File: config.mk
export PLATFORM = sky130hd
export DESIGN_NAME = inst_buffer
export DESIGN_NICKNAME = d
export VERILOG_FILES = /design/src/rtl/inst_buffer_pkg.sv /design/src/rtl/inst_buffer.sv
export SDC_FILE = /design/constraint.sdc
export NUM_CORES = 1
export LEC_CHECK = 0
export CORE_MARGIN = 1
export CORE_UTILIZATION = 45
export CTS_CLUSTER_DIAMETER = 120
export DETAILED_ROUTE_END_ITERATION = 8
export RECOVER_POWER = 50
export SYNTH_ARGS = -nofsm -noshare
export SYNTH_HDL_FRONTEND = slang
export SYNTH_SLANG_ARGS = --single-unit
export TNS_END_PERCENT = 100
File: constraint.sdc
create_clock -name clock -period 16.9 [get_ports clock]
set_clock_uncertainty 0.05 [all_clocks]
set_input_delay 2.535 -clock clock [delete_from_list [all_inputs] [get_ports clock]]
set_output_delay 2.535 -clock clock [all_outputs]
set_load 0.005 [all_outputs]
File: src/rtl/inst_buffer_pkg.sv
// Shared front-end definitions: the fetch packet format and instruction buffer sizing.
package inst_buffer_pkg;

    // Default instruction buffer depth (power of two, >= 2) and its pointer width.
    localparam int IB_DEPTH_DEF = 8;
    localparam int IB_PTR_W     = $clog2(IB_DEPTH_DEF);

    // One fetched instruction travelling from fetch to dispatch.
    typedef struct packed {
        logic        valid;
        logic [31:0] inst;
        logic [31:0] PC;
        logic [31:0] NPC;
    } FETCH_PACKET;

endpackage

File: src/rtl/inst_buffer.sv
// Instruction buffer: circular FIFO of fetch packets between fetch and dispatch.
// Head entry is presented from registered state only; squash or reset empties it.
module inst_buffer
    import inst_buffer_pkg::*;
#(
    parameter int IB_DEPTH = IB_DEPTH_DEF
) (
    input  logic                      clock,
    input  logic                      reset,
    input  FETCH_PACKET               if_packet_in,
    input  logic                      dispatch_ready,
    input  logic                      squash,
    output FETCH_PACKET               if_packet_out,
    output logic                      fetch_stall,
    output logic [$clog2(IB_DEPTH):0] ib_count
);

    localparam int PTR_W = $clog2(IB_DEPTH);
    localparam int CNT_W = PTR_W + 1;
    localparam logic [CNT_W-1:0] FULL = CNT_W'(IB_DEPTH);

    FETCH_PACKET      mem [IB_DEPTH];
    logic [PTR_W-1:0] head, head_nxt;
    logic [PTR_W-1:0] tail, tail_nxt;
    logic [CNT_W-1:0] count, count_nxt;
    logic             out_valid;
    logic             push, pop;

    // Next-state pointers/count and head-entry outputs; squash overrides push and pop.
    always_comb begin
        out_valid           = (count != '0) && !squash;
        if_packet_out       = mem[head];
        if_packet_out.valid = out_valid;
        fetch_stall         = (count == FULL);
        ib_count            = count;

        // A full buffer drops the push even when a pop frees a slot this cycle.
        push      = if_packet_in.valid && (count < FULL) && !squash;
        pop       = out_valid && dispatch_ready;
        head_nxt  = head;
        tail_nxt  = tail;
        count_nxt = count;

        if (squash) begin
            head_nxt  = '0;
            tail_nxt  = '0;
            count_nxt = '0;
        end else begin
            // Power-of-two depth lets the pointers wrap by plain truncation.
            if (push) tail_nxt = PTR_W'(tail + 1'b1);
            if (pop)  head_nxt = PTR_W'(head + 1'b1);
            if (push && !pop)      count_nxt = CNT_W'(count + 1'b1);
            else if (pop && !push) count_nxt = CNT_W'(count - 1'b1);
        end
    end

    // Storage write at tail plus pointer/count registers; reset beats everything.
    always_ff @(posedge clock) begin
        // Storage is not cleared on reset; count gates validity instead.
        if (push && !reset) mem[tail] <= if_packet_in;
        if (reset) begin
            head  <= '0;
            tail  <= '0;
            count <= '0;
        end else begin
            head  <= head_nxt;
            tail  <= tail_nxt;
            count <= count_nxt;
        end
    end

endmodule
=== Yosys cells after proc, flatten, opt, wreduce, memory -nomap -nowiden ===
Memories as Yosys holds them, arrays and structs flattened. A register that Yosys moved wholly into a read port is not among the register bits.
Cells that the tools add are included.

* RAM bits: 776
* Logic and storage cells: 30
* Register bits after elaboration: 10
* Input port bits: 101
* Memories: 1
* Output and inout port bits: 102

{| class="wikitable"
|+ Memories
! memory !! depth !! bits a word !! rd ports !! clocked after Yosys merged registers in !! wr ports !! line !! source
|-
| mem || 8 || 97 || 1 || 1 || 1 || inst_buffer.sv:22 || <nowiki>FETCH_PACKET mem [IB_DEPTH];</nowiki>
|}

* Equality and inequality tests: 1
* Magnitude comparators: 1
* Reduce and logical (&&, ||, !) cells: 14
* Add/subtract/negate cells: 4
* Muxes and demuxes: 6

{| class="wikitable"
|+ Operators with widths
! cell !! count
|-
| 2-to-1 mux 4 bit || 2
|-
| logical AND 1 bit || 7
|-
| adder 3 x 1 -> 3 bit, second input constant || 2
|-
| 2-to-1 mux 3 bit || 2
|-
| adder 4 x 1 -> 4 bit, second input constant || 1
|-
| == test 4 bit, second input constant || 1
|-
| logical NOT 1 bit || 4
|-
| < comparator 4 bit, second input constant || 1
|-
| nonzero test 4 bit || 1
|-
| subtractor 4 x 1 -> 4 bit, second input constant || 1
|-
| 2-to-1 mux 1 bit || 2
|-
| nonzero test 2 bit || 1
|-
| OR reduction 2 bit || 1
|}

=== Logic depth before layout (Yosys ltp) ===
* Depth after elaboration: 7
* Gate-level depth with buffers: 10
* Mapped depth without buffers: 10

=== Worst setup path after synthesis ===
OpenSTA, ideal clock, no wires.

* Path kind: input -> register
* Start: in if_packet_in[96] (netlist name)
* End: mem mem[1][0] (netlist name) (enable)
* Library setup time: 786 ps
* Stages: 3
* Data arrival time: 12230 ps
* Buffers on the path: 0
* Path slack: 3834 ps
* Required time: 16064 ps
* Cells stage by stage: nor3b_1 > nand2_1 > nor4_1

* Longest elaborated chain between the ends: 5

{| class="wikitable"
|+ Ends and longest elaborated chain
! element !! line !! source
|-
| start, declared || inst_buffer.sv:10 || <nowiki>input FETCH_PACKET if_packet_in,</nowiki>
|-
| logical AND 1 bit (2 in series) || inst_buffer.sv:38 || <nowiki>push = if_packet_in.valid && (count < FULL) && !squash;</nowiki>
|-
| logical AND 1 bit || inst_buffer.sv:60 || <nowiki>if (push && !reset) mem[tail] <= if_packet_in;</nowiki>
|-
| 2-to-1 mux 1 bit || inst_buffer.sv:60 ||
|-
| 2-to-1 mux 1 bit (not written as such) || inst_buffer.sv:60 ||
|-
| end, declared || inst_buffer.sv:22 ||
|}

No other way between the ends.

=== Worst setup path after layout ===
* Start: in squash
* End: mem mem[5][65] (netlist name) (enable)

* Longest elaborated chain between the ends: 5

{| class="wikitable"
|+ Ends and longest elaborated chain
! element !! line !! source
|-
| start, declared || inst_buffer.sv:12 || <nowiki>input logic squash,</nowiki>
|-
| logical NOT 1 bit || inst_buffer.sv:38 ||
|-
| logical AND 1 bit || inst_buffer.sv:38 ||
|-
| net push || inst_buffer.sv:27 || <nowiki>logic push, pop;</nowiki>
|-
| logical AND 1 bit || inst_buffer.sv:60 ||
|-
| 2-to-1 mux 1 bit || inst_buffer.sv:60 ||
|-
| 2-to-1 mux 1 bit (not written as such) || inst_buffer.sv:60 ||
|}

The timed path passes the listed nets, and every way through them passes these cells.

==> metrics.txt <==
total leakage power=10.7 nW; setup TNS=0 ns; RSZ-0062 raised after global routing=no; crit-path max FO=49; failing checks=max-capacitance violations, max-slew violations; Synth Warn #=0; WP data required=17.08 ns; final hold vios=0; I/O pin cnt=203; min Tclk post-route=about 7.6 ns; final wirelength=60,100 microns; Nets=roughly 1,500; post-synthesis register bit count=781; Core Footprint=0.0646 sq mm; post-synth top area share=roughly 78%; final setup fails=0; Tot Pwr=3.98 mW; Area contributors post-synth=edfxtp_1 78%, mux4_2 15%, mux2_2 3.7%; element type at the critical path end=flop; drt first pass iters=4; max frequency=0.132 GHz; CTS clk-pin slew, worst paths=0.06 ns; Synth Net Count=about 1,300; Setup Buffers After CTS=0; Overflow after GRT=0; Total GRT Usage=18.4%; die area=0.0666 sq mm; synthesized area per cell=24.8 sq um; H-tree depth=3; VDD IR max=0.0000625 V; Chip Height=roughly 260 microns; Die W=258 microns; outcome=finished with violations; routability cong.=about 0.72; relative slew slack=-133%; Post-route DRC=0; Root Driver=clkbuf_16; area leader, netlist=edfxtp_1; hold_buf cts=0; count of different cell masters after synthesis=29; antenna diode count=0; cts bufs inserted=81; Vias/cell=about 5.5; max-slew violation count=between 40 and 50; Tcrit/Tclk final=44.8%; area growth from synthesis to layout=18.7%; layout cells sized above 1=28.5%; Post-CTS Resized=0; vias in the first global route=roughly 14,000; HPWL Detailed=31,900 microns; number of port buffers=202; Rows=93; largest net degree at the start of global routing=116; CTS tree=done; global-route wire length before repair=90,600 microns; antenna viol nets, final=0; Setup CP Type=in -> reg; Initial Utilization=45.7%; via count=~13,000; R2R setup slack=11.48 ns; Clk Latency, worst-skew pair=0.61 ns; clock sink count=781; drt wl/cell=25.5 microns; Max Cap Viol=1; synthesized area=about 0.029 sq mm; Synth Instances=1,188; antenna violations before repair=16; Pwr per Cell Area=114 mW/mm^2; register area share after synthesis=79.1%; min-delay worst type=reg -> reg; DR iter-0 viols=963; critical path launch point type=input pin; critical path arrival=7.76 ns; CTS Buffer Depth=3; Slew @ Worst Pin=around 3.5 ns
[synthesized netlist by cell type]
master      n
a21oi_1     2
buf_4       1
mux2_2     96
nand2_1     4
ha_1        5
a211o_1     1
mux4_2    192
xor2_1      2
nand2b_1    1
dfxtp_1    13
xnor2_1     4
nor4_1      4
inv_1       3
buf_1      10
or2_2       1
fa_1        1
mux2i_1     3
nand3b_1    1
nor4bb_1    1
nand3_1     2
buf_6      20
a211oi_1    1
a31o_2      1
nor2_1     22
buf_2       4
clkbuf_1   22
edfxtp_1  768
nor3b_1     2
nor2b_1     1
[cell usage in the layout, fill, tap and decap left out, drive strengths merged, types with 2 or more instances in the layout]
cell and instances:
nor4 4, ha 5, mux4 192, xor2 2, buf 21, nor3b 2
nand3 2, nand2 4, clkdlybuf4s50 99, dlygate4sd3 103, mux2i 3, xnor2 4
bufinv 6, clkbuf 112, mux2 96, edfxtp 768, nor2 22, a21oi 2
dfxtp 13, clkinv 27, clkinvlp 2, inv 6
[routing by layer]
metal | vias up | routed length, microns | share of wire [%] | global-route usage (%)
li1 | 5590 | - | - | -
met2 | 308 | 29800 | 50 | 30.0
met4 | 16 | 1040 | 1.7 | 4.98
met5 | - | 96 | 0.16 | 0
met3 | 98 | 3070 | 5.1 | 3.68
met1 | 7053 | 26100 | 43 | 25.5
[sequential cells by signal, summed over array words and instances (netlist names), named ones only]
register  flops
head          3
mem         768
tail          3
ib_count      4
[kinds of logic after synthesis]
kind of cell             after synthesis  share of synthesized area [%]
buffers and inverters                 60                           1.30
flip-flops                           781                           79.1
adder cells (fa/ha/maj)                6                          0.280
AO/OA/AOI/OAI                          5                          0.119
multiplexers                         291                           18.4
XOR/XNOR                               6                          0.178
AND/OR/NAND/NOR                       39                          0.624
[worst max-delay path, cell delays in order]
cell and delay, ns:
dlygate4sd3_1 0.60, nor3b_1 0.63, nand2_1 0.34, nor2_4 0.16, clkbuf_1 2.44, buf_4 1.00
[path summary, 6_finish.rpt]
path,depth (start not counted),to,from
setup reg to reg,5,mem[5][65],ib_count[3]
hold reg to reg,2,flop,head[2]
setup / recovery,6,mem[5][65],squash
hold / removal,2,flop,head[2]
[report_power, final]
| group | switching [mW] | total [mW] | internal, mW |
|---|---|---|---|
| sequential | 0.00464 | 2.14 | 2.14 |
| clock | 0.705 | 1.72 | 1.01 |
| combinational | 0.0589 | 0.121 | 0.0622 |
[area by class of cell]
type	count	area [sq um]
clock inverter	38	347
timing repair buffer	226	2200
fill	4888	29600
clock buffer	109	2220
tap	855	1070
multi-input combinational	347	5820
inverter	3	11.3
sequential	781	23300
[stage by stage]
| stage | utilization (%) | cell area [sq um] | setup slack (ns) | std cells | hold slack (ns) |
|---|---|---|---|---|---|
| 2_1_floorplan | - | 29500 | 3.83 | 1188 | 0.440 |
| 3_3_place_gp | 50.3 | 32500 | 10.13 | 2212 | 0.456 |
| 3_5_place_dp | 50.3 | 32500 | 10.11 | 2212 | 0.457 |
| 4_1_cts | 54.3 | 35000 | 9.46 | 2359 | 0.473 |
| 5_1_grt | 54.2 | 35000 | 8.84 | 2359 | 0.523 |
| 6_report | 54.2 | 35000 | 9.32 | 2359 | 0.471 |
(Power assumes the default switching activity.)
